<file path="src/rtl/mask_loader_if.sv">
// Host byte link plus Mask write port and status of the mask_loader sequencer.
// The master side feeds command bytes; the slave side is the sequencer itself.
interface mask_loader_if;
   logic [7:0] in_data;
   logic       in_valid;
   logic       out_ready;
   logic       out_we;
   logic [7:0] out_P0;
   logic [7:0] out_P1;
   logic [7:0] out_P2;
   logic       out_busy;
   logic       out_done;
   logic       out_err;
   logic [1:0] out_err_code;

   modport master (
      output in_data, in_valid,
      input  out_ready, out_we, out_P0, out_P1, out_P2,
      input  out_busy, out_done, out_err, out_err_code
   );

   modport slave (
      input  in_data, in_valid,
      output out_ready, out_we, out_P0, out_P1, out_P2,
      output out_busy, out_done, out_err, out_err_code
   );
endinterface

</file>
<file path="src/rtl/mask_loader.sv">
// Parses LOAD/FILL command packets and drives one trigger-mask byte write per cycle.
// Define MASK_LOADER_CHECKSUM_EN to require a trailing XOR checksum byte per packet.
module mask_loader #(
   parameter int         NUM_MASKS      = 5,
   parameter int         BYTES_PER_MASK = 8,
   parameter logic [7:0] OP_LOAD        = 8'h01,
   parameter logic [7:0] OP_FILL        = 8'h02,
   parameter int         TIMEOUT_CYCLES = 1000000
) (
   input logic          in_clk,
   input logic          in_rst_n,
   mask_loader_if.slave bus
);
   localparam int BI_W  = (BYTES_PER_MASK > 1) ? $clog2(BYTES_PER_MASK) : 1;
   localparam int TMO_W = $clog2(TIMEOUT_CYCLES + 1);
   localparam logic [BI_W-1:0]  LAST_IDX    = BI_W'(BYTES_PER_MASK - 1);
   localparam logic [7:0]       LAST_BYTE   = 8'(BYTES_PER_MASK - 1);
   localparam logic [7:0]       LAST_MASK   = 8'(NUM_MASKS - 1);
   localparam logic [7:0]       NUM_MASKS_B = 8'(NUM_MASKS);
   localparam logic [7:0]       IDX_ALL     = 8'hFF;
   localparam logic [TMO_W-1:0] TMO_LAST    = TMO_W'(TIMEOUT_CYCLES - 1);

   typedef enum logic [2:0] {
      IDLE, GET_IDX, GET_DATA,
`ifdef MASK_LOADER_CHECKSUM_EN
      GET_CSUM,
`endif
      COMMIT, FILL
   } state_t;

   typedef enum logic [1:0] {ERR_OP = 2'd0, ERR_IDX = 2'd1, ERR_TMO = 2'd2, ERR_CSUM = 2'd3} err_t;

   state_t          state;
   err_t            code_r;
   logic            is_fill, idx_bad, we_r, done_r, err_r;
   logic [7:0]      idx_r, p0_r, p1_r, p2_r;
   logic [BI_W-1:0] byte_cnt;
   logic [TMO_W-1:0] tmo_cnt;
   logic [7:0]      pay_buf [BYTES_PER_MASK];

   logic       in_get, accept, last_data, pkt_end, fill_all;
   logic [7:0] first_p2, p1_nxt;

`ifdef MASK_LOADER_CHECKSUM_EN
   logic [7:0] csum_r;
   logic       pkt_ok;
   assign in_get   = state inside {GET_IDX, GET_DATA, GET_CSUM};
   assign pkt_end  = accept && (state == GET_CSUM);
   assign pkt_ok   = (csum_r == bus.in_data);
   assign first_p2 = pay_buf[0];
`else
   assign in_get   = state inside {GET_IDX, GET_DATA};
   assign pkt_end  = accept && (state == GET_DATA) && last_data;
   // Without a checksum the last payload byte is still on the bus when writes start.
   assign first_p2 = (byte_cnt == '0) ? bus.in_data : pay_buf[0];
`endif

   assign accept    = bus.in_valid && bus.out_ready;
   assign last_data = is_fill || (byte_cnt == LAST_IDX);
   assign fill_all  = is_fill && (idx_r == IDX_ALL);
   assign p1_nxt    = p1_r + 8'd1;

   assign bus.out_ready    = in_rst_n && ((state == IDLE) || in_get);
   assign bus.out_busy     = (state != IDLE);
   assign bus.out_we       = we_r;
   assign bus.out_P0       = p0_r;
   assign bus.out_P1       = p1_r;
   assign bus.out_P2       = p2_r;
   assign bus.out_done     = done_r;
   assign bus.out_err      = err_r;
   assign bus.out_err_code = code_r;

   // NOTE: the payload buffer has no reset; every entry is written before it is read.
   always_ff @(posedge in_clk) begin
      if (accept && (state == GET_DATA)) pay_buf[byte_cnt] <= bus.in_data;
   end

   // NOTE: all state uses non-blocking assignments; later assignments in this block
   // deliberately override earlier ones (timeout and packet end take precedence).
   always_ff @(posedge in_clk or negedge in_rst_n) begin
      if (!in_rst_n) begin
         state    <= IDLE;
         code_r   <= ERR_OP;
         is_fill  <= 1'b0;
         idx_bad  <= 1'b0;
         we_r     <= 1'b0;
         done_r   <= 1'b0;
         err_r    <= 1'b0;
         idx_r    <= '0;
         p0_r     <= '0;
         p1_r     <= '0;
         p2_r     <= '0;
         byte_cnt <= '0;
         tmo_cnt  <= '0;
`ifdef MASK_LOADER_CHECKSUM_EN
         csum_r   <= '0;
`endif
      end else begin
         done_r <= 1'b0;
         if (accept)      tmo_cnt <= '0;
         else if (in_get) tmo_cnt <= tmo_cnt + 1'b1;
`ifdef MASK_LOADER_CHECKSUM_EN
         if (accept) csum_r <= (state == IDLE) ? bus.in_data : (csum_r ^ bus.in_data);
`endif
         case (state)
            IDLE: if (accept) begin
               if ((bus.in_data == OP_LOAD) || (bus.in_data == OP_FILL)) begin
                  is_fill <= (bus.in_data == OP_FILL);
                  err_r   <= 1'b0;
                  state   <= GET_IDX;
               end else begin
                  err_r  <= 1'b1;
                  code_r <= ERR_OP;
               end
            end
            GET_IDX: if (accept) begin
               idx_r    <= bus.in_data;
               idx_bad  <= !((bus.in_data < NUM_MASKS_B) || (is_fill && (bus.in_data == IDX_ALL)));
               byte_cnt <= '0;
               state    <= GET_DATA;
            end
            GET_DATA: if (accept) begin
               if (!last_data) byte_cnt <= byte_cnt + 1'b1;
`ifdef MASK_LOADER_CHECKSUM_EN
               else            state    <= GET_CSUM;
`endif
            end
            COMMIT, FILL: begin
               if (p1_r == LAST_BYTE) begin
                  if ((state == FILL) && fill_all && (p0_r != LAST_MASK)) begin
                     p0_r <= p0_r + 8'd1;
                     p1_r <= '0;
                  end else begin
                     we_r   <= 1'b0;
                     done_r <= 1'b1;
                     state  <= IDLE;
                  end
               end else begin
                  p1_r <= p1_nxt;
                  if (state == COMMIT) p2_r <= pay_buf[p1_nxt[BI_W-1:0]];
               end
            end
            default: state <= IDLE;
         endcase

         if (in_get && !accept && (tmo_cnt == TMO_LAST)) begin
            state  <= IDLE;
            err_r  <= 1'b1;
            code_r <= ERR_TMO;
         end

         if (pkt_end) begin
            if (idx_bad) begin
               state  <= IDLE;
               err_r  <= 1'b1;
               code_r <= ERR_IDX;
`ifdef MASK_LOADER_CHECKSUM_EN
            end else if (!pkt_ok) begin
               state  <= IDLE;
               err_r  <= 1'b1;
               code_r <= ERR_CSUM;
`endif
            end else begin
               we_r  <= 1'b1;
               p0_r  <= fill_all ? 8'd0 : idx_r;
               p1_r  <= '0;
               p2_r  <= first_p2;
               state <= is_fill ? FILL : COMMIT;
            end
         end
      end
   end
endmodule
</file>
<file path="src/flat_wrapper.sv">
// flat-port wrapper written by rule: the top's interface ports become plain ports
module mask_loader_flat 
#(
   parameter int         NUM_MASKS      = 5,
   parameter int         BYTES_PER_MASK = 8,
   parameter logic [7:0] OP_LOAD        = 8'h01,
   parameter logic [7:0] OP_FILL        = 8'h02,
   parameter int         TIMEOUT_CYCLES = 1000000
)
  (in_clk, in_rst_n, bus_in_data, bus_in_valid, bus_out_ready, bus_out_we, bus_out_P0, bus_out_P1, bus_out_P2, bus_out_busy, bus_out_done, bus_out_err, bus_out_err_code);
  mask_loader_if bus_i ();
  input logic in_clk;
  input logic in_rst_n;
  input wire logic [$bits(bus_i.in_data)-1:0] bus_in_data;
  input wire logic [$bits(bus_i.in_valid)-1:0] bus_in_valid;
  output wire logic [$bits(bus_i.out_ready)-1:0] bus_out_ready;
  output wire logic [$bits(bus_i.out_we)-1:0] bus_out_we;
  output wire logic [$bits(bus_i.out_P0)-1:0] bus_out_P0;
  output wire logic [$bits(bus_i.out_P1)-1:0] bus_out_P1;
  output wire logic [$bits(bus_i.out_P2)-1:0] bus_out_P2;
  output wire logic [$bits(bus_i.out_busy)-1:0] bus_out_busy;
  output wire logic [$bits(bus_i.out_done)-1:0] bus_out_done;
  output wire logic [$bits(bus_i.out_err)-1:0] bus_out_err;
  output wire logic [$bits(bus_i.out_err_code)-1:0] bus_out_err_code;
  assign bus_i.in_data = bus_in_data;
  assign bus_i.in_valid = bus_in_valid;
  assign bus_out_ready = bus_i.out_ready;
  assign bus_out_we = bus_i.out_we;
  assign bus_out_P0 = bus_i.out_P0;
  assign bus_out_P1 = bus_i.out_P1;
  assign bus_out_P2 = bus_i.out_P2;
  assign bus_out_busy = bus_i.out_busy;
  assign bus_out_done = bus_i.out_done;
  assign bus_out_err = bus_i.out_err;
  assign bus_out_err_code = bus_i.out_err_code;
  mask_loader #(.NUM_MASKS(NUM_MASKS), .BYTES_PER_MASK(BYTES_PER_MASK), .OP_LOAD(OP_LOAD), .OP_FILL(OP_FILL), .TIMEOUT_CYCLES(TIMEOUT_CYCLES)) u_core (.in_clk(in_clk), .in_rst_n(in_rst_n), .bus(bus_i));
endmodule
</file>
<file path="config.mk">
export PLATFORM = sky130hd
export DESIGN_NAME = mask_loader_flat
export DESIGN_NICKNAME = d
export VERILOG_FILES = /design/src/rtl/mask_loader_if.sv /design/src/rtl/mask_loader.sv /design/src/flat_wrapper.sv
export SDC_FILE = /design/constraint.sdc
export NUM_CORES = 1
export LEC_CHECK = 0
export ABC_AREA = 1
export CAP_MARGIN = 20
export CORE_MARGIN = 2
export CORE_UTILIZATION = 60
export DETAILED_ROUTE_END_ITERATION = 6
export PLACE_DENSITY = 0.91
export SYNTH_ARGS = -nofsm -noshare
export SYNTH_HDL_FRONTEND = slang
export SYNTH_SLANG_ARGS = --single-unit
</file>
<file path="constraint.sdc">
create_clock -name in_clk -period 5.54 [get_ports in_clk]
set_input_delay 1.108 -clock in_clk [delete_from_list [all_inputs] [get_ports in_clk]]
set_output_delay 1.108 -clock in_clk [all_outputs]
set_load 0.01 [all_outputs]
</file>
; Word-level counts from Yosys, hierarchy flattened
; Memory sizes are Yosys's and may differ from the RTL's.
; Index checks and enable logic that the tools add are counted.
[op_classes]
add_sub_neg = 4
order_cmp = 1
eq_ne = 21
muxes = 55
n_reduce_logical = 26
[op_table]
columns = operator, n
row1 = $mux 8, 17
row2 = $mux 20, 2
row3 = $mux 3, 12
row4 = $add 20x1->20 const B, 1
row5 = $eq 20x20->1 const B, 1
row6 = $add 8x1->8 const B, 2
row7 = $eq 8x8->1 const B, 2
row8 = $mux 1, 16
row9 = $mux 2, 6
row10 = $pmux 3 s4, 1
row11 = $logic_and 1x1->1, 10
row12 = $eq 8x1->1 const B, 1
row13 = $eq 8x2->1 const B, 1
row14 = $eq 8x3->1 const B, 1
row15 = $lt 8x3->1 const B, 1
row16 = $ne 4x2->1 const B, 2
row17 = $ne 4x3->1 const B, 2
row18 = $ne 8x3->1 const B, 1
row19 = $eq 3x2->1 const B, 2
row20 = $eq 3x3->1 const B, 2
row21 = $logic_not 3->1, 2
row22 = $pmux 3 s2, 1
row23 = $reduce_and 6->1, 1
row24 = $logic_or 1x1->1, 4
row25 = 13 further kinds, 16
[totals]
reg_bits = 65
mem_bits_rw = 64
inputBits = 11
output_inout_bits = 31
word_cells = 121
memories = 1
[memory_table]
columns = memory, words, word_bits, rd, rd_ports_with_merged_regs, wr, line_no
row1 = u_core.pay_buf, 8, 8, 2, 0, 1, mask_loader.sv:39  ; logic [7:0] pay_buf [BYTES_PER_MASK];

; Logic depth before layout (Yosys ltp)
; Gate-level depths: netlist of run 1.
[depth]
word_depth = 11
depth_mapped = 12
depth_no_buf = 12

; Least setup slack after synthesis of run 1
; OpenSTA, ideal clock, no wires.
[synth_timing]
path_type = input to register
start = in bus_in_valid
end = mem u_core.pay_buf[0][0], enable pin
t_arrival_ps = 2046
required_ps = 5157
setup_slack_ps = 3111
cell_stages = 4
path_buffers = 0
path_cell_list = nand4_1 -> inv_1 -> nand2_1 -> nor3_1
[synth_via]
elab_chain_len = 4
[synth_lines]
columns = element, line_no
row1 = "start, declared", flat_wrapper.sv:15  ; input wire logic [$bits(bus_i.in_valid)-1:0] bus_in_valid;
row2 = $logic_and 1x1->1, mask_loader.sv:58  ; assign accept = bus.in_valid && bus.out_ready;
row3 = $logic_and 1x1->1, mask_loader.sv:75  ; if (accept && (state == GET_DATA)) pay_buf[byte_cnt] <= bus.in_data;
row4 = $mux 1, mask_loader.sv:75
row5 = $mux 1 (implied by the code), mask_loader.sv:75
row6 = "end, declared", mask_loader.sv:39
; Every way passes these cells.

; Worst setup path after layout of run 1
[layout_timing]
start = in in_rst_n
end = out bus_out_ready
[layout_via]
elab_chain_len = 1
[layout_lines]
columns = element, line_no
row1 = "start, declared", flat_wrapper.sv:13  ; input logic in_rst_n;
row2 = $logic_and 1x1->1, mask_loader.sv:63  ; assign bus.out_ready = in_rst_n && ((state == IDLE) || in_get);
row3 = "end, declared", flat_wrapper.sv:16  ; output wire logic [$bits(bus_i.out_ready)-1:0] bus_out_ready;
; Every way passes these cells.

==> impl_results.md, run 1 <==
* Crit path max-delay cell type: clkdlybuf4s50_1
* Fin. Hold Viols at 0
* Synth Register Bits at between 100 and 150
* Die width at about 110 um
* Setup CP Type: in2out
* Total track usage at 29.8%
* Setup slack, reg-to-reg at around 3100 ps
* Int Power at 0.00225 W
* Remaining DRCs at 0
* Critical path capture point type: output pin
* Overall power at 0.00358 W
* Post-Syn Area at 6490 um^2
* NumNets Final at a little under 800
* Cell Pwr Density at 472 nW/um^2
* Post-Syn Instances at approximately 730
* GR Overflow Total at 0
* Worst R2R Start: u_core.bus.out_P1[1]
* Worst hold margin at 518 ps
* Reg clk slew, reported paths at about 60 ps
* Sequential share of power at a little over a third
* Syn Nets at 746
* Post-DP HPWL at 10,700 um
* Worst EP required at 4430 ps
* Port bufs at 41
* Critical-path cell list: buf_2, inv_1, nor2_1, clkdlybuf4s50_1
* MaxCap Viol Count at 0
* Clk pwr share at a little under a third
* Async SR Flop Fraction at 50.4%
* Initial antenna violation count at 1
* Via/cell ratio at 6.15
* EDFF count, synth at between 60 and 70
* Leading area contributor after synthesis: edfxtp_1
* Tcrit/Tclk final at 59.9%
* CTS tree: yes
* Initial DRT Pass Iterations at 5
* Post-synthesis adder-cell area fraction at 1.35%
* Commonest cells post-synth: nand2_1, nor2_1, inv_1
* Setup_tns at 0 ps
* Root buffer cell: clkbuf_8
* Crit-path leading delay family: buffers and inverters
* Fill cell count at 685
* Worst path bufs/invs at 3
* Layout area overhead at 16.9%
* Worst vdd ir at 0.419 mV
* Syn Area/Cell at ~8.9 um^2
* Synth cell types at 41
* Top flip-flop cell by instance count after synthesis: dfrtp_1
* Post-CTS Hold Buffers at 0
* Critical path's largest stage delay at between 500 and 600 ps
* Switching Share at roughly 37%
* Share of the synthesized area in the top cell type at 29.6%
* RSZ-0062 raised after global routing: no
* CTS Sinks at 129
* Resized Gates After CTS at 0
* Comb pwr share at 33.5%
* Dpl ws at 2150 ps
* Compound-gate portion of the synthesized area at 10.8%
* Worst Setup Slack, final at 2220 ps
* Post-layout min period at 3320 ps
* XOR/XNOR Fraction of Synth Area at 0.675%
* Worst-Margin Slew at 1040 ps
* Seq/Total Area, Yosys at 54.7%
* Crit start category: input port
* Sw power at 0.00133 W
* CP Depth at 4
* Area after DPL at roughly 7000 um^2
* Leak at 3.21 nW
* Main combinational cell family by area after synthesis: simple AND/OR/NAND/NOR gates
* Mux contribution to synthesized area at 0%
* Total CTS buffers at 17
* Slew HR at 30.1%
* Clk buf depth at 2
* Vias in the first global route at 5,494
* Synthesis Warnings at 0
* Clock Latency Late Sink at between 500 and 600 ps
* CTS H-tree lvls at 4
* Min-delay worst type: in2async
* Antenna Nets Post-Route at 0
* Critical R2R Capture: u_core.bus.out_P2[1]
* Max Transition Viols Final at 0
* Avg WL per Cell at between 15 and 20 um
* Final non-filler cell area at 7590 um^2
* Post-detailed-routing wire length at 16,300 um
* 1st-iter DRT viols at 710
* Largest net degree at the start of global routing at 51
* Starting Density at 62.3%
* Share of layout cells above drive strength 1 at 9.29%
* Crit Path Max Fanout at 19
* Ranking of synthesized cells by area: edfxtp_1, dfrtp_1, nand2_1
* Most common cell in the synthesized netlist: nand2_1
* # rows at 37
* Critical Path AT at 2210 ps
* Post-synthesis simple-gate area fraction at approximately a quarter
* Gp weighted congestion at 0.865
* CORE AREA at 10,400 um^2
* Max Fclk at 301 MHz
* First-pass GRT wire length at 26,700 um
* Status: finished, final reports clean
* Final setup fails at 0
* R2R cell count at 7
* Post-CTS setup buffers at 0
* Die area at 11,700 um^2
* Clk_skew at roughly 9.5 ps
* Top Ports at 42
* Vert. Die Dim at 108 um
* Total number of vias at 5,672
-- stage by stage --
stage	util, %	cells
2_1_floorplan	-	728
3_5_place_dp	67.0	889
4_1_cts	72.8	921
5_1_grt	72.8	922
6_report	72.8	923
3_3_place_gp	67.0	889
-- cell usage in the layout, fill, tap and decap left out, types with 2 or more instances in the layout --
master	instances
edfxtp_1	64
clkbuf_16	18
inv_1	82
a211oi_1	3
clkinvlp_4	2
a21oi_2	2
o21ai_1	15
buf_4	2
nand2_1	123
bufinv_16	2
nor2_2	4
nor2_4	7
nand3_2	2
buf_2	2
ha_1	7
nand2_4	4
nor2_8	2
nor3_1	20
dfrtp_1	65
nand4_1	17
clkinv_4	3
xor2_1	5
nor2_1	103
o21ai_0	63
nand2_2	3
a21oi_1	18
clkinv_2	4
inv_2	6
o211ai_1	17
clkdlybuf4s50_1	40
nor3_2	2
nand3_1	64
-- cells by family (layout without fill, tap and decap cells) --
group | Yosys count | after routing
other cells | 0 | 1
fa+ha+maj | 7 | 7
compound gates | 124 | 124
simple gates | 356 | 356
buf+inv | 107 | 165
flops | 129 | 129
xor+xnor | 5 | 5
-- power by group through the flow --
| stage | Clock (W) | Sequential (W) | Combinational (W) |
|---|---|---|---|
| 3_5_place_dp | 0 | 0.00128 | 0.00114 |
| 5_1_grt | 0.00116 | 0.00128 | 0.00133 |
| 2_1_floorplan | 0 | 0.00127 | 0.000752 |
| 4_1_cts | 0.00111 | 0.00126 | 0.00118 |
| 6_report | 0.00111 | 0.00127 | 0.00120 |
| 3_3_place_gp | 0 | 0.00127 | 0.00108 |
-- worst max path at each step --
| stage | end | start |
|---|---|---|
| after floorplan | u_core.pay_buf[0][0] | bus_in_valid |
| after global placement | bus_out_ready | in_rst_n |
| after detailed placement | u_core.pay_buf[0][7] | bus_in_valid |
| after CTS | bus_out_ready | in_rst_n |
| after global routing | bus_out_ready | in_rst_n |
| final | bus_out_ready | in_rst_n |
-- per-layer routing --
metal | GRT usage [%] | wire length (um) | part of all wire (%) | up-vias
li1 | - | - | - | 2555
met5 | 0 | 0 | 0 | -
met4 | 12.6 | 479 | 2.9 | 0
met3 | 6.57 | 1510 | 9.2 | 60
met2 | 49.9 | 8080 | 50 | 358
met1 | 37.8 | 6220 | 38 | 2699
-- sequential cells by signal, summed over array words and instances, names as in the netlist, 2 cells and up --
| register | count |
|---|---|
| u_core.bus.out_P2 | 8 |
| u_core.bus.out_P1 | 8 |
| u_core.bus.out_P0 | 8 |
| u_core.tmo_cnt | 20 |
| u_core.byte_cnt | 3 |
| u_core.pay_buf | 64 |
| u_core.state | 3 |
| u_core.bus.out_err_code | 2 |
| u_core.idx_r | 8 |
-- area by class of cell --
class	count	area, um^2	share of cell area [%]
Antenna cell	1	2.50	0.0330
Tap cell	136	170	2.24
Inverter	89	337	4.44
Multi-Input combinational cell	492	2500	33.0
Sequential cell	129	3550	46.8
Clock inverter	12	130	1.72
Timing Repair Buffer	44	425	5.61
Clock buffer	20	468	6.17
(Power assumes the default switching activity.)
==> run 2, diff against run 1 <==
CORE_UTILIZATION = 54   (was 60)
PLACE_DENSITY = 0.87   (was 0.91)
clock period = 2.7 ns   (was 5.54 ns; I/O delays follow)
==> impl_results.md, run 2 (synthesis results as in run 1) <==
* Remaining DRCs at 0
* Port bufs at 41
* GR Overflow Total at 0
* Clock Latency Late Sink at about 420 ps
* Gp weighted congestion at 0.891
* Post-layout min period at 2300 ps
* Total track usage at a little over a quarter
* Register area at 3550 um^2
* Reg clk slew, reported paths at ~60 ps
* ANT cells at 0
* Commonest non-fill, non-tap cell in the layout: nand2_1
* Cell Pwr Density at 966 nW/um^2
* Post-detailed-routing wire length at 15,800 um
* # rows at 40
* Initial antenna violation count at 0
* Worst EP required at 2160 ps
* Leak at ~3.3 nW
* Die width at 114 um
* Layout Utilization at 65.6%
* Vias in the first global route at 5,480
* Crit start category: flop
* Setup crit start: u_core.state[1]
* Worst R2R Start: u_core.bus.out_P1[1]
* Overall power at 0.00751 W
* Max Transition Viols Final at 0
* Root buffer cell: clkbuf_16
* Antenna Nets Post-Route at 0
* Share of layout cells above drive strength 1 at 11.3%
* CTS H-tree lvls at 4
* Resized Gates After CTS at 0
* Status: finished, final reports clean
* First-pass GRT wire length at approximately 26,000 um
* Avg WL per Cell at 16.6 um
* Largest register FFs at 64
* Post-DP HPWL at 10,400 um
* Post-CTS Hold Buffers at 0
* CORE AREA at about 12,000 um^2
* Post-CTS setup buffers at 0
* Setup CP Type: reg2out
* Initial DRT Pass Iterations at 6
* Clk_skew at ~7.6 ps
* Setup_tns at 0 ps
* RSZ-0062 raised after global routing: no
* Max Fclk at 434 MHz
* Die area at 12,900 um^2
* Worst-Margin Slew at 698 ps
* Top Ports at between 40 and 50
* Final setup fails at 0
* Largest net degree at the start of global routing at 55
* Layout area overhead at 19.9%
* Fill cell count at 847
* Min-delay worst type: in2async
* MaxCap Viol Count at 0
* Most flop-heavy register: u_core.pay_buf
* 1st-iter DRT viols at 621
* Via/cell ratio at between 5 and 6
* Worst Setup Slack, final at 398 ps
* Crit-path leading delay family: buffers and inverters
* Total number of vias at 5,565
* Vert. Die Dim at 114 um
* Dpl ws at 345 ps
* Commonest cells after routing, fill and taps aside: nand2_1, nor2_1, inv_1, dfrtp_1
* CTS Sinks at between 100 and 150
* Critical-path cell list: nor2_1, nand2_1, clkdlybuf4s50_1
* Fin. Hold Viols at 0
* CTS tree: yes
* Critical path's largest stage delay at 570 ps
* Critical Path AT at around 1800 ps
* Critical path capture point type: output pin
* Multi-input logic area at 2500 um^2
* Worst vdd ir at 0.529 mV
* NumNets Final at 811
* Starting Density at 54.7%
* Worst path bufs/invs at 1
* Clk buf depth at 2
* Crit path max-delay cell type: clkdlybuf4s50_1
* Slew HR at 53.5%
* Total CTS buffers at 17
* Crit Path Max Fanout at 7
* Tcrit/Tclk final at a little under nine tenths
* Largest regs: u_core.pay_buf: 64 flops, u_core.tmo_cnt: 20 flops
-- run 2: area by class of cell --
type	count	area share, %
Clock buffer	20	5.74
Sequential cell	129	45.6
Tap cell	147	2.36
Timing Repair Buffer	64	7.43
Multi-Input combinational cell	492	32.2
Clock inverter	12	2.33
Inverter	89	4.33
-- run 2: worst paths after layout --
kind                                              end  slack (ps)  cells past startpoint
max in group asynchronous        u_core.bus.out_P0[3]        1670                      2
min reg2reg                u_core.bus.out_err_code[0]         530                      2
min in group in_clk        u_core.bus.out_err_code[0]         530                      2
max reg2reg                      u_core.bus.out_P2[5]         630                      8
max                                      bus_out_busy         400                      3
min                                 u_core.tmo_cnt[0]          20                      1
-- run 2: metrics by stage --
stage / hold WS (ps) / std cells / instance area, um^2
5_1_grt: 29.3 / 953 / 7780
6_report: 18.1 / 953 / 7780
2_1_floorplan: 244 / 728 / 6490
4_1_cts: 21.0 / 953 / 7780
3_5_place_dp: 461 / 921 / 7150
3_3_place_gp: 457 / 921 / 7150
-- run 2: per-layer routing --
metal	global-route usage, %	vias up	part of all wire [%]
li1	-	2585	-
met1	33.2	2660	40
met2	42.6	278	50
met3	6.06	42	7.6
met4	12.5	0	2.5
met5	0	-	0
-- run 2: power breakdown --
part | switching [W] | internal (W) | total, W
sequential | 0.000269 | 0.00233 | 0.00260
combinational | 0.00158 | 0.000912 | 0.00249
clock | 0.000853 | 0.00157 | 0.00242
total | 0.00270 | 0.00481 | 0.00751
==> run 3, diff against run 2 <==
CORE_UTILIZATION = 58   (was 54)
DONT_BUFFER_PORTS = 1   (was default)
PLACE_DENSITY = 0.86   (was 0.87)
TNS_END_PERCENT = 50   (was default)
==> impl_results.md, run 3 (synthesis results as in run 1) <==
* 1st-iter DRT viols at 632
* Top Ports at 42
* Tcrit/Tclk final at 78.8%
* Worst Setup Slack, final at approximately 570 ps
* Commonest non-fill, non-tap cell in the layout: nand2_1
* Clk_skew at 8.18 ps
* Layout area overhead at 11.2%
* Largest net degree at the start of global routing at 66
* Post-CTS setup buffers at 0
* Avg WL per Cell at 17.7 um
* Remaining DRCs at 0
* Max Transition Viols Final at 0
* Worst vdd ir at a little over 0.9 mV
* Max Fclk at 470 MHz
* Initial antenna violation count at 0
* Worst EP required at around 3200 ps
* Worst-Margin Slew at 865 ps
* ANT cells at 0
* Crit Path Max Fanout at 24
* GR Overflow Total at 0
* Cell Pwr Density at 964 nW/um^2
* GR Layer Usage met2 at 45.2%
* Setup slack, reg-to-reg at 570 ps
* Resized Gates After CTS at 0
* Clock Latency Late Sink at between 500 and 600 ps
* CORE AREA at 10,900 um^2
* Final setup fails at 0
* Commonest cells after routing, fill and taps aside: nand2_1, nor2_1, inv_1, dfrtp_1
* CTS H-tree lvls at 4
* Via/cell ratio at 6.01
* Starting Density at 59.6%
* Setup CP Type: reg2reg
* Post-DP HPWL at 10,700 um
* Post-detailed-routing wire length at 15,700 um
* Clk buf depth at 2
* Slew HR at 42.3%
* Largest register FFs at 64
* Min-delay worst type: in2reg
* Die width at 110 um
* Largest regs: u_core.pay_buf: 64 flops, u_core.tmo_cnt: 20 flops
* Routing usage on met1 at 35.5%
* Setup_tns at 0 ps
* Total CTS buffers at 17
* Critical Path AT at around 2600 ps
* Layout Utilization at between 60% and 70%
* Vert. Die Dim at 110 um
* CTS Sinks at 129
* Share of layout cells above drive strength 1 at 10.0%
* Antenna Nets Post-Route at 0
* Crit start category: flop
* Vias in the first global route at 5,256
* Fill cell count at 822
* Most flop-heavy register: u_core.pay_buf
* Status: finished, final reports clean
* Total number of vias at 5,350
* Gp weighted congestion at 0.920
* Leak at 3.06 nW
* Post-layout min period at 2130 ps
* NumNets Final at approximately 760
* Dpl ws at 621 ps
* Port bufs at 0
* Met3 Usage GRT at under 10%
* Total track usage at 28.2%
* Die area at between 10,000 and 15,000 um^2
* Initial DRT Pass Iterations at 7
* RSZ-0062 raised after global routing: no
* Critical path capture point type: flop
* # rows at 38
* CTS tree: yes
* GRT busiest layer: met2
* MaxCap Viol Count at 0
* Root buffer cell: clkbuf_8
* Fin. Hold Viols at 0
* First-pass GRT wire length at 25,500 um
* Reg clk slew, reported paths at 60 ps
-- run 3: cell types whose count changed in the layout (fill, tap and decap cells not counted), sizes merged --
cell / previous run / this run
buf: 24 / 7
dlygate4sd3: 0 / 1
bufinv: 4 / 2
inv: 90 / 94
clkdlybuf4s50: 40 / 0
clkinvlp: 3 / 4
clkbuf: 20 / 17
-- run 3: area by class of cell --
type	count	area, um^2	share of cell area, %
Sequential cell	129	3550	49.2
Multi-Input combinational cell	492	2500	34.7
Clock buffer	17	414	5.74
Inverter	89	337	4.66
Tap cell	140	175	2.43
Clock inverter	15	155	2.15
Timing Repair Buffer	8	82.6	1.14
-- run 3: through the flow --
| stage | hold slack, ps | cell area (um^2) | power (W) | std cells |
|---|---|---|---|---|
| 3_3_place_gp | 246 | 6610 | 0.00456 | 856 |
| 5_1_grt | 74.9 | 7220 | 0.00735 | 890 |
| 2_1_floorplan | 244 | 6490 | 0.00415 | 728 |
| 4_1_cts | 70.5 | 7220 | 0.00693 | 890 |
| 6_report | 92.8 | 7220 | 0.00696 | 890 |
| 3_5_place_dp | 246 | 6610 | 0.00467 | 856 |
-- run 3: layer usage --
| metal | vias up | share of wire (%) |
|---|---|---|
| met5 | - | 0 |
| met4 | 0 | 2.8 |
| met3 | 48 | 9.4 |
| met2 | 296 | 49 |
| met1 | 2531 | 39 |
| li1 | 2475 | - |
-- run 3: worst max-delay path, stage by stage (launching register included) --
cell and delay, ps:
dfrtp_1 440, ha_1 190, ha_1 160, nor2_1 80
nor2_2 150, inv_2 80, nor2_4 330, inv_4 210
nor2_8 160, inv_2 70, o22ai_1 170
-- run 3: power by group --
part           total (W)  leakage [nW]  switching, W  internal, W
sequential       0.00267          1.40      0.000346      0.00233
clock            0.00222         0.267      0.000896      0.00132
combinational    0.00207          1.40       0.00142     0.000652
total            0.00696          3.06       0.00266      0.00430
-- run 3: path summary, 6_finish.rpt --
path	start	endpoint	depth (start not counted)
worst min-delay path	bus_in_data[5]	u_core.pay_buf[5][5]	0
worst min register to register	u_core.state[2]	u_core.state[2]	2
min in group asynchronous	in_rst_n	u_core.bus.out_P0[6]	2
worst max-delay path	u_core.byte_cnt[1]	u_core.bus.out_P0[1]	10
max in group asynchronous	in_rst_n	u_core.tmo_cnt[13]	2
worst max register to register	u_core.byte_cnt[1]	u_core.bus.out_P0[1]	10
-- run 3: repair_timing --
item                                    in CTS  in global routing
hold endpoints to repair                    65                  0
hold buffers                                 2                  0
endpoints found under the setup margin       0                  0
